`config.mk`:
```
export PLATFORM = sky130hd
export DESIGN_NAME = cle_seq_unlock
export DESIGN_NICKNAME = d
export VERILOG_FILES = /design/src/rtl/cle_seq_unlock.sv
export SDC_FILE = /design/constraint.sdc
export NUM_CORES = 1
export LEC_CHECK = 0
export CAP_MARGIN = 20
export CELL_PAD_IN_SITES_DETAIL_PLACEMENT = 1
export CELL_PAD_IN_SITES_GLOBAL_PLACEMENT = 2
export CORE_MARGIN = 2
export CORE_UTILIZATION = 21
export DETAILED_ROUTE_END_ITERATION = 16
export HOLD_SLACK_MARGIN = 0.12
export PLACE_DENSITY = 0.74
export SLEW_MARGIN = 20
export SYNTH_ARGS = -nofsm -noshare
export SYNTH_HDL_FRONTEND = slang
export SYNTH_SLANG_ARGS = --single-unit
```
`constraint.sdc`:
```
create_clock -name clk -period 2.1 [get_ports clk]
set_input_delay 0.42 -clock clk [delete_from_list [all_inputs] [get_ports clk]]
set_output_delay 0.42 -clock clk [all_outputs]
set_load 0.02 [all_outputs]
```
`src/rtl/cle_seq_unlock.sv`:
```
// Bus-snooping key-sequence unlock detector for the card-select window.
// Optional lockout after repeated bad keys: define CLE_LOCKOUT_EN.
module cle_seq_unlock #(
  parameter int                     ADDR_W   = 14,
  parameter logic [1:0]             WIN      = 2'b01,
  parameter int                     KEY_LSB  = 4,
  parameter int                     KEY_W    = 4,
  parameter int                     DEPTH    = 4,
  parameter logic [DEPTH*KEY_W-1:0] KEYS     = 16'h5A3C,
  parameter logic [7:0]             STAT     = 8'hA5,
  parameter int                     MAX_FAIL = 3,
  parameter int                     LOCK_ACC = 15
) (
  input  logic              clk,
  input  logic              rst_n,
  input  logic              sser_n,
  input  logic [ADDR_W-1:0] ba,
  input  logic              br_w,
  input  logic              oe_n,
  output logic [3:0]        st_n,
  output logic              st_oe,
  output logic              sdrd,
  output logic              sdrd_oe,
  output logic              unlocked
);

  localparam int SW = 3;

  typedef enum logic [1:0] {
    IDLE = 2'd0,
    SEQ  = 2'd1,
    UNLK = 2'd2,
    LOCK = 2'd3
  } state_t;

  state_t          state_q, state_d;
  logic [SW-1:0]   step_q, step_d;
  logic            hit, hit_q, acc;
  logic [KEY_W-1:0] kf, cur_key, key0, klast;
  logic            last;
  logic [1:0]      code;
  logic            lock;
  logic            unused_ok;

`ifdef CLE_LOCKOUT_EN
  localparam int FW = $clog2(MAX_FAIL + 1);
  localparam int LW = $clog2(LOCK_ACC + 1);
  logic [FW-1:0] fail_q, fail_d;
  logic [LW-1:0] lcnt_q, lcnt_d;
`endif

  assign hit = ~sser_n & (ba[ADDR_W-1:ADDR_W-2] == WIN) & br_w;
  assign acc = hit & ~hit_q;
  assign kf  = ba[KEY_LSB+KEY_W-1:KEY_LSB];
  assign key0  = KEYS[KEY_W-1:0];
  assign klast = KEYS[(DEPTH-1)*KEY_W +: KEY_W];
  assign last  = (step_q == SW'(DEPTH - 1));
  assign unused_ok = ^{ba, 32'(MAX_FAIL), 32'(LOCK_ACC)};

  always_comb begin
    cur_key = key0;
    for (int i = 0; i < DEPTH; i++)
      if (step_q == SW'(i)) cur_key = KEYS[i*KEY_W +: KEY_W];
  end

  always_ff @(posedge clk or negedge rst_n) begin
    if (!rst_n) begin
      state_q <= IDLE;
      step_q  <= '0;
      hit_q   <= 1'b0;
`ifdef CLE_LOCKOUT_EN
      fail_q  <= '0;
      lcnt_q  <= '0;
`endif
    end else begin
      state_q <= state_d;
      step_q  <= step_d;
      hit_q   <= hit;
`ifdef CLE_LOCKOUT_EN
      fail_q  <= fail_d;
      lcnt_q  <= lcnt_d;
`endif
    end
  end

  always_comb begin
    state_d = state_q;
    step_d  = step_q;
`ifdef CLE_LOCKOUT_EN
    fail_d  = fail_q;
    lcnt_d  = lcnt_q;
`endif
    if (acc) begin
      unique case (state_q)
        IDLE, SEQ: begin
          if (kf == cur_key) begin
            if (last) begin
              state_d = UNLK;
              step_d  = '0;
`ifdef CLE_LOCKOUT_EN
              fail_d  = '0;
`endif
            end else begin
              state_d = SEQ;
              step_d  = step_q + SW'(1);
            end
          end else if (kf == key0) begin
            state_d = SEQ;
            step_d  = SW'(1);
          end else begin
            state_d = IDLE;
            step_d  = '0;
`ifdef CLE_LOCKOUT_EN
            fail_d  = fail_q + FW'(1);
            if (fail_q == FW'(MAX_FAIL - 1)) begin
              state_d = LOCK;
              lcnt_d  = LW'(LOCK_ACC);
            end
`endif
          end
        end
        UNLK: begin
          if (kf == klast) state_d = IDLE;
        end
        LOCK: begin
`ifdef CLE_LOCKOUT_EN
          // keys are ignored; only the access count matters here
          if (lcnt_q <= LW'(1)) begin
            state_d = IDLE;
            lcnt_d  = '0;
            fail_d  = '0;
          end else begin
            lcnt_d  = lcnt_q - LW'(1);
          end
`else
          state_d = IDLE;
`endif
        end
        default: state_d = IDLE;
      endcase
    end
  end

  assign unlocked = (state_q == UNLK);
  assign lock     = (state_q == LOCK);
  assign code     = (step_q > SW'(3)) ? 2'd3 : step_q[1:0];
  assign st_n     = ~{unlocked, lock, code};
  assign st_oe    = ~oe_n;
  assign sdrd     = STAT[step_q];
  assign sdrd_oe  = hit & ~unlocked;

endmodule

```
==> results.json <==
{
  "route.vias.total": 475,
  "worst-endpoint-required_ns": 1.68,
  "sequential_cell_area_um2": 150,
  "die_w_um": 53.8,
  "fin_cells": 107,
  "status": "complete, no violations",
  "r2r_setup_slack_ns": 0.41,
  "clkLatencyLatePin_ns": 0.24,
  "finalWirelength_mm": 1.20,
  "grt_use_total_pct": 9.58,
  "cts_resized": 2,
  "multiInputGateArea_um2": 329,
  "power.static_leakage_nw": 0.323,
  "grt_start_max_net_pins": 8,
  "setup_slack_ns": 0.127,
  "port_buffers": 18,
  "vdd_drop_max_mv": 0.191,
  "route.detailed.vias_per_inst": 4.44,
  "timing.critical_path.from_type": "flop",
  "cts_root_buf": "sky130_fd_sc_hd__clkbuf_4",
  "synthesis.instances": 55,
  "cts-htree-levels": 1,
  "number_of_fill_cells_in_the_layout": 284,
  "period_share_pct": 94.0,
  "finalCriticalPeriod_ns": 1.97,
  "n_antenna_cell": 0,
  "timing.critical_path.to_type": "primary output",
  "placed_cells": 104,
  "postCtsSetupRepairBufs": 0,
  "yosys_register_bits": 6,
  "post_cts_hold_buffer_count": 0,
  "yosysSeqAreaShare_pct": 28.8,
  "rr_startpoint": "step_q[2]$_DFFE_PN0P_",
  "gp_congestion": 0.748,
  "syn_nets": 79,
  "timing.final.setup_violations": 0,
  "worst-endpoint-arrival_ns": 1.55,
  "placeableCoreArea_mm2": 0.00241,
  "dieHeight_um": 53.8,
  "fin_nets": 103,
  "worst-path-max-fanout": 4,
  "wire_length_of_the_first_global_routing_pass_mm": 1.89,
  "drv.max_cap_violation_count": 0,
  "place_ws_ns": -0.0635,
  "timing_worst_setup_path_type": "reg2out",
  "ant_nets": 0,
  "worstRegToRegCells": 6,
  "hp-class": "in2async",
  "fmax_ghz": 0.507,
  "drt-wirelength-per-cell_um": 11.2,
  "drt_pass1_iterations": 4,
  "clock_sinks": 6,
  "drive_above_1_share_pct": 14.3,
  "dp_hpwl_mm": 1.02,
  "max_slew_margin_pct": 77.1,
  "power-per-cell-area_mw_per_mm2": 375,
  "numCtsBuffers": 3,
  "drt_iter0_drc": 9,
  "clk_transition_reported_paths_ns": 0.05,
  "mappedNetlistArea_um2": 520,
  "fp-row-count": 18,
  "clockBufferDepth": 2,
  "grt_overflow_total": 0,
  "tritoncts": "yes",
  "tightest_slew_ns": 0.343,
  "drc": 0,
  "final.setup_skew_ns": 0.00634,
  "rr_endpoint": "step_q[0]$_DFFE_PN0P_",
  "final_max_slew_viol_count": 0,
  "rsz0062_at_grt": "false",
  "grt_pass1_vias": 448,
  "postSynthAreaPerCell_um2": 9.46,
  "synth-warning-count": 0,
  "antenna_found_initial": 0,
  "area_growth_pct": 47.1,
  "count_of_boundary_i_o_pins": 27,
  "die-area_mm2": 0.00289,
  "final-hold-violation-count": 0,
  "start_util_pct": 21.6,
  "synth_cell_type_count": 23
}
## routing by layer
layer | up-vias | track usage (%) | part of all wire [%]
met5 | - | 0 | 0
met4 | 0 | 7.69 | 1.1
met3 | 2 | 1.67 | 3.4
met2 | 8 | 13.8 | 49
met1 | 220 | 12.4 | 46
li1 | 245 | - | -
## state kept, by name (all words and copies together) (netlist names)
name     cells
hit_q        1
state_q      2
step_q       3
## cell families after synthesis
family / synth area share (%)
simple gates: 29.3
compound gates: 21.9
buf+inv: 7.93
flops: 28.8
fa+ha+maj: 12.0
## synth_stat cells, drive strengths merged
| cell type | count | area (um^2) |
|---|---|---|
| inv | 11 | 41.3 |
| dfrtp | 6 | 150 |
| ha | 5 | 62.6 |
| a21oi | 4 | 23.8 |
| nor2 | 4 | 15.0 |
| nand2 | 3 | 11.3 |
| o2111ai | 3 | 26.3 |
| o211ai | 3 | 22.5 |
| nand2b | 2 | 12.5 |
| nor3 | 2 | 21.3 |
| nor4b | 2 | 32.5 |
| o21ai | 2 | 10.0 |
| a211oi | 1 | 12.5 |
| a41oi | 1 | 8.76 |
| and2b | 1 | 8.76 |
| nand3 | 1 | 5.00 |
| nand3b | 1 | 7.51 |
| nand4bb | 1 | 27.5 |
| o311a | 1 | 10.0 |
| or3b | 1 | 11.3 |
## cells in the final DEF, fill, tap and decap left out, drive strengths merged, types with 2 or more instances in the layout
master	Yosys	final
clkdlybuf4s50	0	16
inv	11	11
dfrtp	6	6
ha	5	5
nor2	4	4
a21oi	4	4
nand2	3	3
o211ai	3	3
o2111ai	3	3
clkbuf	0	3
nand2b	2	2
o21ai	2	2
dlygate4sd2	0	2
nor4b	2	2
nor3	2	2
## metrics by stage
stage	setup TNS (ns)	total power [mW]	cell area, um^2	hold slack, ns	util (%)
after floorplan	0	0.150	520	0.124	-
after global placement	-0.0560	0.185	746	0.505	30.9
after detailed placement	-0.0635	0.186	746	0.530	30.9
after CTS	0	0.294	766	0.410	31.8
after global routing	0	0.301	766	0.424	31.8
final	0	0.287	766	0.411	31.8
## cell type report
cell class	instances	share of cell area, %
multi-input combinational	38	43.0
clock buffer	3	2.94
sequential	6	19.6
inverter	11	5.39
timing repair buffer	19	24.2
tap	30	4.90
## power breakdown
group | switching, mW | internal [mW] | total, mW
Clock | 0.0396 | 0.0645 | 0.104
Sequential | 0.00362 | 0.118 | 0.122
Combinational | 0.0281 | 0.0329 | 0.0610
## worst max path at each step
| stage | start | endpoint | slack (ns) | cells after the start |
|---|---|---|---|---|
| global placement | ba[12] | sdrd_oe | -0.06 | 4 |
| CTS | step_q[0]$_DFFE_PN0P_ | st_n[0] | 0.11 | 3 |
| floorplan | state_q[1]$_DFFE_PN0P_ | sdrd_oe | 0.52 | 3 |
| global route | step_q[0]$_DFFE_PN0P_ | st_n[0] | 0.06 | 3 |
| detailed placement | ba[12] | sdrd_oe | -0.06 | 4 |
| finish | step_q[0]$_DFFE_PN0P_ | st_n[0] | 0.13 | 3 |
## worst max-delay path, stage by stage, from the launching register on
cell                              delay (ns)
sky130_fd_sc_hd__dfrtp_1                0.42
sky130_fd_sc_hd__inv_1                  0.14
sky130_fd_sc_hd__ha_1                   0.16
sky130_fd_sc_hd__clkdlybuf4s50_1        0.59
(Power assumes the default switching activity.)
